`src/rtl/clock_set_ctrl.sv`:
```
// ---------------------------------------------------------------------------
// clock_set_ctrl
//
// Converts the five EGo1 push buttons into time-setting commands for the
// HH-MM-SS timekeeper. Each button is synchronised, debounced and reduced to a
// single-cycle press event. An edit FSM then walks a shadow copy of the time.
//
// Edit flow:
//   - Center in IDLE captures the live time and starts editing the hour field.
//   - Up/down change the selected field and wrap at its limits.
//   - Left/right move the selection between fields.
//   - Center while editing commits the shadow time with a one-cycle load.
//   - An inactivity timeout abandons the edit without a load.
//
// Ports:
//   clk       system clock (100 MHz)
//   rst       synchronous reset, active-low
//   key[4:0]  raw buttons, active-high, asynchronous
//             [0]=center [1]=up [2]=down [3]=left [4]=right
//   cur_hour  live hour from the timekeeper (0-23)
//   cur_min   live minute (0-59)
//   cur_sec   live second (0-59)
//   set_hour  shadow hour
//   set_min   shadow minute
//   set_sec   shadow second
//   load      one-cycle strobe; the timekeeper copies set_* while high
//   editing   high in any edit state
//   field     field being edited: 0=none, 1=hour, 2=min, 3=sec
// ---------------------------------------------------------------------------
module clock_set_ctrl #(
    parameter int DEBOUNCE_CYC = 2000000,
    parameter int TIMEOUT_CYC  = 1000000000
) (
    input  logic       clk,
    input  logic       rst,
    input  logic [4:0] key,
    input  logic [4:0] cur_hour,
    input  logic [5:0] cur_min,
    input  logic [5:0] cur_sec,
    output logic [4:0] set_hour,
    output logic [5:0] set_min,
    output logic [5:0] set_sec,
    output logic       load,
    output logic       editing,
    output logic [1:0] field
);

    // The debounce counter never exceeds DEBOUNCE_CYC-1.
    localparam int DB_W = (DEBOUNCE_CYC > 1) ? $clog2(DEBOUNCE_CYC) : 1;

    typedef enum logic [1:0] {
        IDLE   = 2'd0,
        EDIT_H = 2'd1,
        EDIT_M = 2'd2,
        EDIT_S = 2'd3
    } state_t;

    // ------------------------------------------------------------------
    // Synchroniser, debounce and press detection
    // ------------------------------------------------------------------
    logic [4:0] s1_reg;
    logic [4:0] s2_reg;
    logic [4:0] db_vec;
    logic [4:0] db_d_reg;
    logic [4:0] evt;

    always_ff @(posedge clk) begin
        if (!rst) begin
            s1_reg   <= '0;
            s2_reg   <= '0;
            db_d_reg <= '0;
        end else begin
            s1_reg   <= key;
            s2_reg   <= s1_reg;
            db_d_reg <= db_vec;
        end
    end

    generate
        for (genvar gi = 0; gi < 5; gi++) begin : g_debounce
            logic [DB_W-1:0] cnt_reg;
            logic            db_reg;

            // The debounced level flips only after DEBOUNCE_CYC consecutive
            // cycles of disagreement; any agreement restarts the count.
            always_ff @(posedge clk) begin
                if (!rst) begin
                    cnt_reg <= '0;
                    db_reg  <= 1'b0;
                end else if (s2_reg[gi] != db_reg) begin
                    if (cnt_reg == DB_W'(DEBOUNCE_CYC - 1)) begin
                        db_reg  <= s2_reg[gi];
                        cnt_reg <= '0;
                    end else begin
                        cnt_reg <= cnt_reg + 1'b1;
                    end
                end else begin
                    cnt_reg <= '0;
                end
            end

            assign db_vec[gi] = db_reg;
        end
    endgenerate

    // Rising edge of the debounced level only: no repeat, no release events.
    assign evt = db_vec & ~db_d_reg;

    // ------------------------------------------------------------------
    // Field arithmetic
    // ------------------------------------------------------------------
    // Out-of-range captured values fall into the wrap branch on either step.
    function automatic logic [5:0] step_up(input logic [5:0] v, input logic [5:0] max_v);
        return (v >= max_v) ? 6'd0 : v + 6'd1;
    endfunction

    function automatic logic [5:0] step_dn(input logic [5:0] v, input logic [5:0] max_v);
        return ((v == 6'd0) || (v > max_v)) ? max_v : v - 6'd1;
    endfunction

    // ------------------------------------------------------------------
    // Edit FSM
    // ------------------------------------------------------------------
    state_t      state_reg;
    state_t      state_next;
    logic [4:0]  hour_reg;
    logic [4:0]  hour_next;
    logic [5:0]  min_reg;
    logic [5:0]  min_next;
    logic [5:0]  sec_reg;
    logic [5:0]  sec_next;
    logic        load_reg;
    logic        load_next;
    logic [29:0] to_cnt_reg;
    logic [29:0] to_cnt_next;

    always_ff @(posedge clk) begin
        if (!rst) begin
            state_reg  <= IDLE;
            hour_reg   <= '0;
            min_reg    <= '0;
            sec_reg    <= '0;
            load_reg   <= 1'b0;
            to_cnt_reg <= '0;
        end else begin
            state_reg  <= state_next;
            hour_reg   <= hour_next;
            min_reg    <= min_next;
            sec_reg    <= sec_next;
            load_reg   <= load_next;
            to_cnt_reg <= to_cnt_next;
        end
    end

    always_comb begin
        state_next  = state_reg;
        hour_next   = hour_reg;
        min_next    = min_reg;
        sec_next    = sec_reg;
        load_next   = 1'b0;
        to_cnt_next = to_cnt_reg;

        if (state_reg == IDLE) begin
            to_cnt_next = '0;
            if (evt[0]) begin
                hour_next  = cur_hour;
                min_next   = cur_min;
                sec_next   = cur_sec;
                state_next = EDIT_H;
            end
        end else begin
            // The if-else chain gives center > up > down > left > right; any
            // lower-priority event in the same cycle is dropped. A press in
            // the timeout cycle wins over the timeout.
            if (evt[0]) begin
                load_next   = 1'b1;
                state_next  = IDLE;
                to_cnt_next = '0;
            end else if (evt[1]) begin
                case (state_reg)
                    EDIT_H:  hour_next = 5'(step_up({1'b0, hour_reg}, 6'd23));
                    EDIT_M:  min_next  = step_up(min_reg, 6'd59);
                    default: sec_next  = step_up(sec_reg, 6'd59);
                endcase
                to_cnt_next = '0;
            end else if (evt[2]) begin
                case (state_reg)
                    EDIT_H:  hour_next = 5'(step_dn({1'b0, hour_reg}, 6'd23));
                    EDIT_M:  min_next  = step_dn(min_reg, 6'd59);
                    default: sec_next  = step_dn(sec_reg, 6'd59);
                endcase
                to_cnt_next = '0;
            end else if (evt[3]) begin
                case (state_reg)
                    EDIT_H:  state_next = EDIT_S;
                    EDIT_M:  state_next = EDIT_H;
                    default: state_next = EDIT_M;
                endcase
                to_cnt_next = '0;
            end else if (evt[4]) begin
                case (state_reg)
                    EDIT_H:  state_next = EDIT_M;
                    EDIT_M:  state_next = EDIT_S;
                    default: state_next = EDIT_H;
                endcase
                to_cnt_next = '0;
            end else if (to_cnt_reg == 30'(TIMEOUT_CYC - 1)) begin
                state_next  = IDLE;
                to_cnt_next = '0;
            end else begin
                to_cnt_next = to_cnt_reg + 30'd1;
            end
        end
    end

    assign set_hour = hour_reg;
    assign set_min  = min_reg;
    assign set_sec  = sec_reg;
    assign load     = load_reg;
    assign editing  = (state_reg != IDLE);
    // State encoding equals the field code.
    assign field    = state_reg;

endmodule
```
`config.mk`:
```
export PLATFORM = sky130hd
export DESIGN_NAME = clock_set_ctrl
export DESIGN_NICKNAME = d
export VERILOG_FILES = /design/src/rtl/clock_set_ctrl.sv
export SDC_FILE = /design/constraint.sdc
export NUM_CORES = 1
export LEC_CHECK = 0
export CAP_MARGIN = 20
export CELL_PAD_IN_SITES_DETAIL_PLACEMENT = 1
export CELL_PAD_IN_SITES_GLOBAL_PLACEMENT = 1
export CORE_MARGIN = 1.5
export CORE_UTILIZATION = 49
export CTS_CLUSTER_SIZE = 14
export DETAILED_ROUTE_END_ITERATION = 10
export PLACE_DENSITY = 0.93
export SYNTH_ARGS = -nofsm -noshare
export SYNTH_HDL_FRONTEND = slang
export SYNTH_SLANG_ARGS = --single-unit
```
`constraint.sdc`:
```
create_clock -name clk -period 4.9 [get_ports clk]
set_input_delay 0.735 -clock clk [delete_from_list [all_inputs] [get_ports clk]]
set_output_delay 0.735 -clock clk [all_outputs]
set_load 0.01 [all_outputs]
```
### Yosys cells after proc, flatten, opt, wreduce, memory -nomap -nowiden

Index checks and enable logic that the tools add are counted.

* add/subtract/negate cells: 12
* magnitude comparators: 6
* eq/ne operators: 19
* multiplexer cells: 38
* bitwise gates (word level): 8
* reduce and logical (&&, ||, !) cells: 29

Operator list (number)
* 2-to-1 mux 6 bit: 18
* adder 21 x 1 -> 21 bit (second input constant): 5
* == test 21 bit (second input constant): 5
* 2-to-1 mux 5 bit: 9
* adder 30 x 1 -> 30 bit (second input constant): 1
* == test 30 bit (second input constant): 1
* 2-to-1 mux 2 bit: 8
* OR reduction 3 bit: 5
* adder 6 x 1 -> 6 bit (second input constant): 2
* greater-or-equal comparator 6 bit (second input constant): 2
* > comparator 6 bit (second input constant): 2
* logical NOT 6 bit: 2
* AND reduction 4 bit: 3
* subtractor 6 x 1 -> 6 bit (second input constant): 2
* AND reduction 2 bit: 5
* one-hot mux 2 bit (2 select lines): 2
* OR reduction 8 bit: 1
* != test 2 bit (second input constant): 3
* != test 3 bit (second input constant): 2
* NOT 1 bit: 6
* nonzero test 2 bit: 3
* adder 5 x 1 -> 5 bit (second input constant): 1
* AND 5 bit: 1
* greater-or-equal comparator 5 bit (second input constant): 1
* other kinds (15): 22

* register bits: 175
* bits of input ports: 24
* output and inout port bits: 21
* word-level logic and storage cells: 131

### Longest topological paths before layout

Gate-level depths: netlist of run 1.

* word-level depth: 8
* mapped depth: 9
* depth with buffers taken out: 7

### Worst setup path after synthesis of run 1

Ideal clock, no wire load.

* path kind: register to output
* from: register state_reg[0] (netlist: field[0])
* to: output editing
* data arrival time: 1339 ps
* required time: 4165 ps
* path slack: 2826 ps
* stages on the path, launching flop included: 6
* path buffers: 2
* cell sequence: dfxtp_1 inv_1 ha_1 inv_1 buf_2 clkbuf_1

* cells in the longest elaborated chain, start to end: 1

RTL lines
* start: declaration: RTL line 124 `state_t state_reg;`
* start signal: assignment: RTL line 146 `state_reg <= state_next;`
* nonzero test 2 bit: RTL line 220 `assign editing = (state_reg != IDLE);`
* end: declaration: RTL line 44 `output logic editing,`

No other way between the ends.

### Worst setup path in the final report of run 1

Ends and elaborated chain as after synthesis.

==> out/qor.yml, run 1 <==
outcome: "completed"
synthXorXnorAreaFrac: 0.146
cts_tree: "built"
gp_congestion: 0.823
antenna_found_initial: 0
syn_nets: 1002
dieArea_um2: 17700
path_cells: "inv_1 -> ha_1 -> inv_1 -> clkdlybuf4s50_1"
n_antenna_cell: 0
clock_skew_ps: 12.0
required_ps: 4160
die_w_um: 133
p_sw_frac: 0.222
ys_seq_area_frac: 0.423
wirelength_um: 25200
drc: 0
setup_viol: 0
synth-async-reset-ratio: 0
cts.sinks: 175
critPathCaptureType: "output port"
intPower_mw: 2.24
cpMostUsedCell: "inv_1"
crit_type: "flop to output port"
crit_buf_inv: 3
p_sw_uw: 639
p_leak_nw: 3.02
via_per_inst: 6.02
routedWlPerCell_um: 20.7
clkPwrFrac: 0.489
grtUsageTotal: 0.293
syn_inst: 959
fp.dieH_um: 133
synth-simple-area-share: 0.279
start_kind: "flop"
io_buffers: 44
worstMarginPinSlew_ps: 1000
cts_buffer_depth: 2
clock-root-buffer: "clkbuf_16"
ys_top_cells_by_count: "nor2_1, dfxtp_1, xor2_1"
hold_buffers: 0
area_delta_synth_final_pct: 13.9
synth_top_area_frac: 0.423
hold_viol: 0
io-pin-count: 45
ir_worst_vdd_v: 0.000240
cts_buffers: 17
rows: 47
synth_top_family_by_area: "simple AND/OR/NAND/NOR gates"
grt_remaining_overflow: 0
powerDensity_nw_per_um2: 306
fp.coreArea_um2: 16500
period_share: 0.758
setup_tns_ps: 0
synth_edf_count: 0
nets: 1028
maxCapViolations: 0
muxShareOfSynthArea: 0.00967
max_stage_delay_ps: 760
post-route-util: 0.570
yosysUniqueCellTypes: 69
rsz0062_at_grt: "no"
dp_cells: 1186
synthAdderAreaFrac: 0.0287
path_clk_slew_ps: 70
dpl.hpwl_um: 14300
drive_above_1_share: 0.0481
grt_pass1_wl_um: 41400
syn_avg_cell_area_um2: 8.63
htree_levels: 4
cts_setup_buffers: 0
combPwrFrac: 0.015
cp_max_fo: 22
vias: 7329
cts_resized: 0
finalMaxSlewViolations: 0
worstSkewPairLatency_ps: 440
relSlewSlack: 0.331
fin_crit_ps: 3710
drt_first_pass_iters: 5
hold_class: "flop to flop"
critPathArrivalTime_ps: 2980
synth_area_um2: 8280
synth-main-ff-cell: "dfxtp_1"
slowest_stage: "ha_1"
largest_reg_flops: 105
grt_pass1_vias: 7818
instances_no_fill: 1217
pwr-share-seq: 0.496
yosysWarningCount: 0
synth.most_common_cell: "nor2_1"
synth_top_area_cell: "dfxtp_1"
initial_core_util: 0.501
synth_compound_area_frac: 0.0807
drt-initial-drc-count: 453
max_freq_mhz: 269
ant_nets: 0
synth_seq_cells: 175
synth_area_leaders: "dfxtp_1, nor2_1, xor2_1"
cp_top_family: "buffers and inverters"
grt_start_max_net_pins: 33
through the flow:
stage                     worst slack [ps]  power [mW]  instance area, µm²  hold slack (ps)
after floorplan                       2830        1.48                8280              412
after global placement                1920        1.50                8830              414
after detailed placement              1750        1.50                8830              422
after CTS                             1250        2.89                9430              451
after global routing                  1120        2.95                9430              470
final                                 1190        2.88                9430              451
final timing paths:
path	from	endpoint	slack, ps	depth (start not counted)
worst max-delay path	field[0]	editing	1190	4
worst min-delay path	s1_reg[4]	s2_reg[4]	450	1
worst max register to register	field[0]	to_cnt_reg[0]	1510	7
worst min register to register	s1_reg[4]	s2_reg[4]	450	1
cells by family after synthesis:
family / Yosys count
AO/OA/AOI/OAI: 93
XOR/XNOR: 138
adder cells (fa/ha/maj): 19
buffers and inverters: 63
flip-flops: 175
multiplexers: 8
AND/OR/NAND/NOR: 463
layout by cell type, fill, tap and decap left out, types with 4 or more instances in the layout:
master and count:
ha_1 19, nor4_1 12, nor3_1 26, nand3_1 66, mux2i_1 8, xor2_1 76
clkdlybuf4s50_1 44, or3_1 8, a31oi_1 7, inv_1 23, nor2_1 178, clkbuf_16 17
and4_1 14, a21oi_1 20, nand4_1 32, and3_1 17, nor4b_1 9, clkinvlp_4 4
dfxtp_1 175, o211ai_1 5, nand2_1 56, and2_1 16, o21ai_0 18, xnor2_1 62
nand2b_1 8
power groups by stage:
stage / clock network (mW) / registers, mW / logic (mW)
2_1_floorplan: 0 / 1.46 / 0.0167
5_1_grt: 1.47 / 1.43 / 0.0466
3_3_place_gp: 0 / 1.46 / 0.0421
3_5_place_dp: 0 / 1.46 / 0.0425
6_report: 1.41 / 1.43 / 0.0439
4_1_cts: 1.42 / 1.43 / 0.0436
final cells by class:
| cell class | count | area (µm²) |
|---|---|---|
| fill | 1892 | 7100 |
| inverter | 24 | 90.1 |
| clock buffer | 20 | 467 |
| multi-input combinational | 721 | 4510 |
| clock inverter | 11 | 130 |
| timing repair buffer | 46 | 455 |
| tap | 220 | 275 |
| sequential | 175 | 3500 |
layer usage:
metal  up-vias  GRT usage  share of wire
li1       3370          -              -
met1      3667      0.351           0.43
met2       211      0.511           0.50
met3        81     0.0525          0.036
met4         0      0.135          0.035
met5         -          0              0
Power figures use the tool's default switching activity.
==> inputs of run 2 (changes only) <==
Settings changed: CORE_UTILIZATION 49 to 46, PLACE_DENSITY 0.93 to 0.89.
Clock period 4.9 ns to 3.45 ns, I/O delays scaled along.
==> run 2 against run 1 <==
  * Worst setup slack worse by 720 ps
  * Cell count rose by 0.74%
  * Register-to-register slack got worse by 1000 ps
  * Wire length down 11%
  * Worst hold slack worse by 3.7 ps
  * Combinational power grew 47%
  * Count of clock-buffer cells in the layout stayed put
  * Power rose by 40%
  * Sequential power up 42%
  * Largest power group unchanged
  * Highest routed layer unchanged
==> out/qor.yml, run 2 (synthesis results as in run 1) <==
clock_skew_ps: 12.0  # -0.0203 ps
cts.sinks: 175  # unchanged
cp_max_fo: 22  # unchanged
p_sw_frac: 0.217  # -0.00509
drc: 0  # unchanged
start_kind: "flop"
pwr-share-seq: 0.505  # +0.009
clock-root-buffer: "clkbuf_16"
hold_buffers: 0  # unchanged
drt-initial-drc-count: 312  # -31%
fp.coreArea_um2: 17400  # +5.4%
busiest_layer: "met2"
fin_ws_ps: 469  # -718 ps
vias: 6994  # -4.6%
io-pin-count: 45  # unchanged
dieArea_um2: 18800  # +6.4%
routedWlPerCell_um: 18.2  # -12%
fp.dieH_um: 137  # +3.1%
maxCapViolations: 0  # unchanged
powerDensity_nw_per_um2: 426  # +39%
max_freq_mhz: 335
dpl.hpwl_um: 14000  # -1.7%
cts_resized: 0  # unchanged
via_per_inst: 5.70  # -5.3%
cts_buffer_depth: 2  # unchanged
regArea_um2: 3500  # unchanged
clkPwrFrac: 0.479  # -0.010
post-route-util: 0.542  # -0.0281
htree_levels: 4  # unchanged
whs_ps: 447  # -3.73 ps
combPwrFrac: 0.016  # about the same
met3_usage: 0.0526  # +0.000102
ant_nets: 0  # unchanged
period_share: 0.864
setup_tns_ps: 0  # unchanged
area_delta_synth_final_pct: 14.1
fin_crit_ps: 2980
largest_reg_flops: 105  # unchanged
required_ps: 2930  # -1230 ps
dp_cells: 1195  # +0.76%
pre_cts_slack_ps: 562  # -1190 ps
intPower_mw: 3.15  # +40%
rsz0062_at_grt: "no"
worstSkewPairLatency_ps: 430  # about the same
initial_core_util: 0.475  # -0.0257
rows: 48  # +2.1%
cts_buffers: 17  # unchanged
cts_setup_buffers: 0  # unchanged
n_antenna_cell: 0  # unchanged
nets: 1032  # +0.39%
p_leak_nw: 3.03  # +0.25%
relSlewSlack: 0.346  # +0.0143
antenna_found_initial: 0  # unchanged
critPathCaptureType: "output port"
outcome: "completed"
grtUsageTotal: 0.245  # -0.0477
final_common_cell: "nor2_1"
worstMarginPinSlew_ps: 979  # -21.4 ps
die_w_um: 137  # +3.1%
nFillCells: 2046  # +8.1%
gp_congestion: 0.787  # -4.3%
p_sw_uw: 871  # +36%
cts_tree: "built"
grt_start_max_net_pins: 30  # -9.1%
grtUsageMet1: 0.292  # -0.0587
wirelength_um: 22300  # -11%
hold_class: "flop to flop"
instances_no_fill: 1226  # +0.74%
grt_remaining_overflow: 0  # unchanged
drt_first_pass_iters: 4  # -1
ir_worst_vdd_v: 0.000348  # +45%
final_cell_mix: "nor2_1, dfxtp_1, xor2_1"
grt_pass1_wl_um: 36500  # -12%
hold_viol: 0  # unchanged
grt_pass1_vias: 7386  # -5.5%
io_buffers: 44  # unchanged
crit_type: "flop to output port"
critPathArrivalTime_ps: 2460  # -520 ps
path_clk_slew_ps: 70  # about the same
finalMaxSlewViolations: 0  # unchanged
multiInputGateArea_um2: 4510  # unchanged
grt_use_met2: 0.429  # -0.0819
drive_above_1_share: 0.0500  # +0.00181
setup_viol: 0  # unchanged
==> run 2: cell type report <==
cell class,count,share of cell area
multi-input cells,721,0.477
inverters,24,0.00954
repair buffers,50,0.0514
well taps,225,0.0298
flip-flops and latches,175,0.371
clock buffers,20,0.0473
clock inverters,11,0.0140
==> run 2: per-layer routing <==
layer  wire length (µm)  vias up  share of wire
met5                  0        -              0
met2              11200      123           0.50
met4                540        0          0.024
met3                725       46          0.033
li1                   -     3375              -
met1               9800     3450           0.44
==> run 2: critical path, stage by stage, from the launching register on <==
cell and delay [ps]:
dfxtp_1 420, inv_1 130, ha_1 240, inv_1 570
clkdlybuf4s50_1 670
==> run 2: power groups by stage <==
stage | logic (mW) | registers (mW) | clock network [mW]
final | 0.0645 | 2.03 | 1.92
after global routing | 0.0688 | 2.03 | 2.04
after CTS | 0.0648 | 2.03 | 1.96
after detailed placement | 0.0629 | 2.08 | 0
after global placement | 0.0619 | 2.08 | 0
after floorplan | 0.0238 | 2.08 | 0
==> run 2: worst paths after layout <==
| check | startpoint | slack (ps) | cells after the start | to |
|---|---|---|---|---|
| min reg2reg | s1_reg[1] | 450 | 1 | s2_reg[1] |
| min | s1_reg[1] | 450 | 1 | s2_reg[1] |
| max | field[0] | 470 | 4 | editing |
| max reg2reg | field[0] | 500 | 7 | to_cnt_reg[29] |
==> run 2: stage by stage <==
| stage | total power, mW | instance area (µm²) |
|---|---|---|
| 6_report | 4.02 | 9450 |
| 5_1_grt | 4.14 | 9450 |
| 4_1_cts | 4.06 | 9450 |
| 3_5_place_dp | 2.14 | 8870 |
| 3_3_place_gp | 2.14 | 8870 |
| 2_1_floorplan | 2.10 | 8280 |
==> inputs of run 3 (changes only) <==
Settings changed: CELL_PAD_IN_SITES_GLOBAL_PLACEMENT 1 to 2, CORE_UTILIZATION 46 to 37, PLACE_DENSITY 0.89 to 0.88, SLEW_MARGIN from default to 20.
==> run 3 against run 2 <==
  * Sequential cell count unchanged
  * Cell area up 1.2%
  * Critical path depth unchanged
  * Largest cell class unchanged
  * Highest routed layer unchanged
==> out/qor.yml, run 3 (synthesis results as in run 1) <==
outcome: "completed"
post-route-util: 0.437  # -0.106
pwr-share-seq: 0.503  # -0.002
maxCapViolations: 0  # unchanged
drt-initial-drc-count: 262  # -16%
fp.coreArea_um2: 21900  # +26%
cts_setup_buffers: 0  # unchanged
initial_core_util: 0.378  # -0.0972
io-pin-count: 45  # unchanged
ir_worst_vdd_v: 0.000254  # -27%
cp_max_fo: 9  # -59%
setup_viol: 0  # unchanged
ant_nets: 0  # unchanged
fp.dieH_um: 153  # +11%
intPower_mw: 3.09  # -1.8%
hold_viol: 0  # unchanged
grt_start_max_net_pins: 30  # unchanged
worstSkewPairLatency_ps: 440  # about the same
final_cell_area_um2: 9560  # +1.2%
nets: 1035  # +0.29%
gp_congestion: 0.750  # -4.7%
drive_above_1_share: 0.0557  # +0.00577
dpl.hpwl_um: 13600  # -2.7%
grt_pass1_wl_um: 33800  # -7.5%
relSlewSlack: 0.419  # +0.0732
htree_levels: 4  # unchanged
cts.sinks: 175  # unchanged
cts_resized: 0  # unchanged
rsz0062_at_grt: "no"
start_kind: "flop"
antenna_found_initial: 0  # unchanged
rows: 54  # +13%
finalMaxSlewViolations: 0  # unchanged
grtUsageTotal: 0.175  # -0.0707
required_ps: 2930  # about the same
final_common_cell: "nor2_1"
combPwrFrac: 0.015  # about the same
cts_tree: "built"
period_share: 0.809  # -0.0548
grt_pass1_vias: 6828  # -7.6%
die_w_um: 153  # +11%
max_freq_mhz: 358  # +6.8%
p_sw_frac: 0.233  # +0.0167
powerDensity_nw_per_um2: 422  # -0.86%
cts_buffer_depth: 2  # unchanged
drc: 0  # unchanged
hold_buffers: 0  # unchanged
grt_remaining_overflow: 0  # unchanged
dieArea_um2: 23300  # +24%
routedWlPerCell_um: 15.3  # -16%
worstMarginPinSlew_ps: 872  # -107 ps
area_delta_synth_final_pct: 15.4
wirelength_um: 19600  # -12%
path_clk_slew_ps: 70  # about the same
p_sw_uw: 941  # +8.0%
critPathCaptureType: "output port"
cts_buffers: 17  # unchanged
placed_area_um2: 8950  # +0.95%
via_per_inst: 5.22  # -8.4%
fin_crit_ps: 2790  # -189 ps
critPathArrivalTime_ps: 2270  # -190 ps
hold_class: "flop to flop"
clock-root-buffer: "clkbuf_16"
final_cell_mix: "nor2_1, dfxtp_1, xor2_1"
io_buffers: 44  # unchanged
clkPwrFrac: 0.481  # +0.002
n_antenna_cell: 0  # unchanged
clock_skew_ps: 13.2  # +1.23 ps
vias: 6713  # -4.0%
drt_first_pass_iters: 4  # unchanged
p_leak_nw: 3.07  # +1.3%
crit_type: "flop to output port"
setup_tns_ps: 0  # unchanged
largest_reg_flops: 105  # unchanged
==> run 3: changes by cell type in the layout (fill, tap and decap cells not counted), sizes merged <==
cell / before / now
bufinv: 2 / 1
clkinv: 3 / 8
inv: 26 / 30
clkbuf: 20 / 17
clkinvlp: 4 / 0
buf: 6 / 9
==> run 3: worst paths after layout <==
kind	startpoint	endpoint	slack, ps	cells past startpoint
setup / recovery	field[0]	editing	660	4
hold / removal	s1_reg[3]	s2_reg[3]	430	1
hold reg to reg	s1_reg[3]	s2_reg[3]	430	1
setup reg to reg	field[0]	to_cnt_reg[10]	970	8
==> run 3: worst max-delay path, cell delays in order (launching register included) <==
cell             delay (ps)
dfxtp_1                 390
inv_1                   120
ha_1                    340
inv_1                   370
clkdlybuf4s50_1         630
==> run 3: routing by layer <==
metal  track usage  vias up  wire, µm
met1         0.229     3244      9480
met5             0        -         0
met4        0.0476        0       307
met2         0.290       64      9270
met3        0.0378       21       561
li1              -     3384         -
==> run 3: area by class of cell <==
type | count | area [µm²]
Fill cell | 2610 | 12300
Multi-Input combinational cell | 721 | 4510
Sequential cell | 175 | 3500
Timing Repair Buffer | 53 | 512
Clock buffer | 17 | 425
Tap cell | 280 | 350
Clock inverter | 15 | 169
Inverter | 24 | 90.1
==> run 3: per-stage QoR <==
step           instances  power, mW  hold slack [ps]  worst slack, ps
6_report            1285       4.03              435              658
3_3_place_gp        1252       2.14              414              867
4_1_cts             1284       4.10              438              635
5_1_grt             1285       4.18              451              536
2_1_floorplan        959       2.10              412             1590
3_5_place_dp        1252       2.14              420              820
==> run 3: power groups by stage <==
stage | logic, mW | registers (mW) | clock network [mW]
2_1_floorplan | 0.0238 | 2.08 | 0
3_3_place_gp | 0.0630 | 2.08 | 0
3_5_place_dp | 0.0638 | 2.08 | 0
4_1_cts | 0.0642 | 2.03 | 2.00
5_1_grt | 0.0683 | 2.03 | 2.09
6_report | 0.0623 | 2.03 | 1.94
